### config.mk
export PLATFORM = sky130hd
export DESIGN_NAME = if_stage
export DESIGN_NICKNAME = d
export VERILOG_FILES = /design/src/rtl/if_stage_pkg.sv /design/src/rtl/if_id_buf.sv /design/src/rtl/if_stage.sv
export SDC_FILE = /design/constraint.sdc
export NUM_CORES = 1
export LEC_CHECK = 0
export ABC_AREA = 1
export CORE_AREA = 2 2 170 122
export CTS_CLUSTER_SIZE = 20
export DETAILED_ROUTE_END_ITERATION = 10
export DIE_AREA = 0 0 172 124
export PLACE_DENSITY_LB_ADDON = 0.15
export SKIP_CTS_REPAIR_TIMING = 1
export SYNTH_ARGS = -nofsm -noshare
export SYNTH_HDL_FRONTEND = slang
export SYNTH_SLANG_ARGS = --single-unit
### constraint.sdc
create_clock -name clk -period 4.5 [get_ports clk]
set_clock_uncertainty 0.1 [all_clocks]
set_input_delay 0.45 -clock clk [delete_from_list [all_inputs] [get_ports clk]]
set_output_delay 0.45 -clock clk [all_outputs]
set_load 0.05 [all_outputs]
### src/rtl/if_stage_pkg.sv
// if_stage_pkg: shared types for the instruction fetch stage
package if_stage_pkg;

   typedef logic [31:0] u32_t;

   typedef struct packed {
      u32_t ir;
      u32_t ia_plus_4;
   } id_params_t;

   typedef enum logic [1:0] {FETCH, WAIT, DROP} if_state_e;

   localparam u32_t RESET_VECTOR = 32'h0000_0000;

endpackage

### src/rtl/if_id_buf.sv
// if_id_buf: one-entry valid/ready output register between IF and ID with flush
module if_id_buf
   import if_stage_pkg::*;
(
   input  logic       clk,
   input  logic       rst,
   input  logic       flush,
   input  logic       in_valid,
   output logic       in_ready,
   input  id_params_t in_data,
   output logic       out_valid,
   input  logic       out_ready,
   output id_params_t out_data
);

   assign in_ready = !out_valid || out_ready;

   // data is left in place on consume/flush so it only changes on a new load
   always_ff @(posedge clk or posedge rst)
      if (rst) begin
         out_valid <= 1'b0;
         out_data  <= '0;
      end else if (flush) begin
         out_valid <= 1'b0;
      end else if (in_valid) begin
         out_valid <= 1'b1;
         out_data  <= in_data;
      end else if (out_ready) begin
         out_valid <= 1'b0;
      end

endmodule

### src/rtl/if_stage.sv
// if_stage: fetch FSM and PC; issues one outstanding imem request and feeds IF/ID
module if_stage
   import if_stage_pkg::*;
#(
   parameter u32_t RESET_VECTOR = if_stage_pkg::RESET_VECTOR
) (
   input  logic       clk,
   input  logic       rst,
   output logic       imem_req_valid,
   input  logic       imem_req_ready,
   output logic [31:0] imem_req_addr,
   input  logic       imem_rsp_valid,
   input  logic [31:0] imem_rsp_data,
   input  logic       redirect,
   input  logic [31:0] redirect_addr,
   output logic       id_valid,
   input  logic       id_ready,
   output id_params_t id_params
);

   if_state_e  state, state_nx;
   u32_t       pc, pc_nx, inflight;
   logic       buf_ready, accept, load;
   id_params_t rsp_params;

   // requests are only offered when the output register will have room for the reply
   assign imem_req_valid = !rst && state == FETCH && buf_ready;
   assign imem_req_addr  = pc & ~32'd3;
   assign accept         = imem_req_valid && imem_req_ready;
   assign load           = state == WAIT && imem_rsp_valid && !redirect;
   assign rsp_params     = '{ir: imem_rsp_data, ia_plus_4: inflight + 32'd4};

   always_comb begin
      pc_nx    = redirect ? redirect_addr & ~32'd3 : accept ? pc + 32'd4 : pc;
      state_nx = state == FETCH  ? (accept ? (redirect ? DROP : WAIT) : FETCH)
               : imem_rsp_valid ? FETCH
               : redirect       ? DROP
               : state;
   end

   always_ff @(posedge clk or posedge rst)
      if (rst) begin
         state    <= FETCH;
         pc       <= RESET_VECTOR;
         inflight <= '0;
      end else begin
         state <= state_nx;
         pc    <= pc_nx;
         if (accept) inflight <= pc;
      end

   if_id_buf u_buf (
      .clk      (clk),
      .rst      (rst),
      .flush    (redirect),
      .in_valid (load),
      .in_ready (buf_ready),
      .in_data  (rsp_params),
      .out_valid(id_valid),
      .out_ready(id_ready),
      .out_data (id_params)
   );

endmodule

==> flow_summary_export.csv <==
group,metric,value,unit
grt,grt_pass1_wl,30400,microns
detailed_routing,wirelength,19300,microns
layout,fin_util,0.465,
detailed_routing,first_pass_iters,5,
grt,overflow,0,
hold_path,hold_path.class,"input port to asynchronous set/reset pin",
logic_synthesis,synthArstFlopShare,1.00,
detailed_routing,drc,0,
layout,antenna_cells,0,
power_and_ir_drop,p_leak,4.26,nW
logic_synthesis,synthCells,923,
floorplanning,fp.dieArea,0.0213,sq mm
logic_synthesis,synth_edf_count,0,
grt,antenna_found_initial,0,
placement,numPortBuffers,161,
detailed_routing,dr_total_vias,6142,
sta,slew_violations,0,
setup_path,worst_setup_path_start_kind,"input port",
sta,clock.fmax,382,MHz
clocking,clkTransAtPathRegs,60,ps
setup_path,path_max_fanout,4,
logic_synthesis,synth_seq_area_share,0.475,
clocking,cts_tree,"built",
sta,fin_tns_setup,0,ps
setup_path,crit_chain,"clkdlybuf4s50_1 -> inv_4 -> and3_1 -> clkdlybuf4s50_1",
grt,grt_pass1_vias,5675,
clocking,root_buffer,"clkbuf_16",
setup_path,path_depth,4,
grt,grt_max_degree,70,
logic_synthesis,syn_area,0.00658,sq mm
logic_synthesis,yosysTopAreaCellShare,0.475,
layout,layout-drive-gt1-share,0.0495,
setup_path,cp_top_family,"buffers and inverters",
clocking,h-tree-depth,4,
logic_synthesis,synth_cell_type_count,28,
logic_synthesis,yosysMostFrequentCell,"nand2_1",
floorplanning,ios,168,
sta,hold_viol_final,0,
setup_path,timing.critical_path.buf_inv,3,
floorplanning,num_rows,43,
setup_path,crit_path_end_kind,"output port",
sta,tightest_slew,967,ps
logic_synthesis,syn_area_per_cell,7.13,sq um
detailed_routing,drt-initial-drc-count,561,
setup_path,reg2reg_depth,7,
logic_synthesis,ys_seq_elements,125,
logic_synthesis,synth_top_cell_by_area,"dfrtp_1",
setup_path,required,3950,ps
sta,slew_headroom,0.355,
run_status,run_status,"complete, no violations",
setup_path,worstPathArrival,2070,ps
logic_synthesis,synth-warning-count,0,
detailed_routing,drtAntennaViolNets,0,
sta,final.period_utilization,0.581,
detailed_routing,post_drt_wl_per_cell,14.2,microns
power_and_ir_drop,finalPower,5.05,mW
layout,nets,1150,
layout,area_growth,38.3,%
clocking,clock_latency,420,ps
sta,finalSetupViolations,0,
sta,rsz0062_at_grt,"no",
placement,gp_congestion,0.869,
logic_synthesis,synth_area_leaders,"dfrtp_1 48%, nand2_1 24%, o21ai_0 5.5%, inv_1 4.7%, nor2_1 4.5%",
floorplanning,coreArea,0.0196,sq mm
grt,globalRouteTotalUtil,0.188,
setup_path,cpMostUsedCell,"clkdlybuf4s50_1",
power_and_ir_drop,vdd_drop_max,265,uV
detailed_routing,vias_per_cell,4.52,
clocking,cts.sinks,125,
clocking,cts_inserted_buffers,17,
sta,period_needed,2620,ps
floorplanning,die_h,124,microns
floorplanning,die_x,172,microns
clocking,cts_buffer_depth,2,
setup_path,max_stage_delay,800,ps
run,maxCapViolations,0,
sta,hold_ws,261,ps
power_and_ir_drop,pwr_density_cell,555,mW/mm^2
floorplanning,start_util,0.336,
setup_path,worstSetupPathType,"input port to output port",
setup_path,crit_slowest_cell,"clkdlybuf4s50_1",
logic_synthesis,synth_common_cells,"425 x nand2_1, 125 x dfrtp_1, 83 x inv_1",
logic_synthesis,ys.flop_type,"dfrtp_1",
placement,dp_hpwl,14000,microns
==> where the power goes <==
part / internal, mW / leakage [nW] / switching (mW)
sequential: 1.40 / 1.59 / 0.249
combinational: 0.592 / 2.33 / 1.20
clock: 1.10 / 0.339 / 0.505
==> final timing paths <==
path / slack [ps] / to / startpoint
min in group clk: 380 / u_buf.out_data[55]$_DFFE_PP0P_ / u_buf.out_data[55]$_DFFE_PP0P_
max reg2reg: 2350 / u_buf.out_data[16]$_DFFE_PP0P_ / inflight[2]$_DFFE_PP0P_
min: 260 / u_buf.out_valid$_DFFE_PP0P_ / rst
max in group asynchronous: 2240 / u_buf.out_data[11]$_DFFE_PP0P_ / rst
min reg2reg: 380 / u_buf.out_data[55]$_DFFE_PP0P_ / u_buf.out_data[55]$_DFFE_PP0P_
max: 1880 / imem_req_valid / rst
==> final cells by class <==
| cell class | instances | area, sq um |
|---|---|---|
| clock buffer | 18 | 439 |
| multi-input combinational | 683 | 2980 |
| inverter | 85 | 322 |
| fill | 2043 | 10500 |
| timing repair buffer | 166 | 1650 |
| sequential | 125 | 3130 |
| tap | 270 | 338 |
| clock inverter | 13 | 244 |
==> sequential cells by signal, indices dropped and copies added (netlist names) <==
signal	cells
pc	30
state	2
inflight	30
u_buf.out_data	62
u_buf.out_valid	1
==> cells by family after synthesis <==
family | Yosys count | synth area share
simple gates | 571 | 0.349
flops | 125 | 0.475
buf+inv | 118 | 0.0749
compound gates | 81 | 0.0639
xor+xnor | 25 | 0.0333
fa+ha+maj | 2 | 0.00380
other cells | 1 | 0.000570
==> layout by cell type (no fill, tap or decap), types with 2 or more instances in the layout <==
master           Yosys  final
ha_1                 2      2
dfrtp_1            125    125
nand3_1             49     49
inv_1               83     82
nand2_1            425    425
clkinv_2             0      5
nor2_2               5      5
nand2_2              3      3
buf_4                6      5
clkbuf_16            0     17
xor2_1              21     21
nor2_4               5      5
inv_2                2      2
clkdlybuf4s50_1      0    161
conb_1               1      4
a31oi_1              2      2
o211ai_1             5      5
o21ai_0             72     72
nor2_1              79     79
xnor2_1              4      4
bufinv_16            0      7
==> stage by stage <==
step / instance area (sq um) / std cells / worst slack (ps)
after floorplan: 6600 / 926 / 144
after global placement: 8420 / 1329 / 1600
after detailed placement: 8420 / 1329 / 1620
after CTS: 9100 / 1360 / 1840
after global routing: 9100 / 1360 / 1810
final: 9100 / 1360 / 1880
==> per-layer routing <==
layer / part of all wire / wire length [microns] / GRT usage / vias to the layer above
met3: 0.068 / 1310 / 0.0413 / 16
met5: 0 / 0 / 0 / -
met1: 0.52 / 10100 / 0.290 / 2804
li1: - / - / - / 3152
met4: 0.010 / 202 / 0.0578 / 0
met2: 0.40 / 7700 / 0.259 / 170
(Power assumes the default switching activity.)
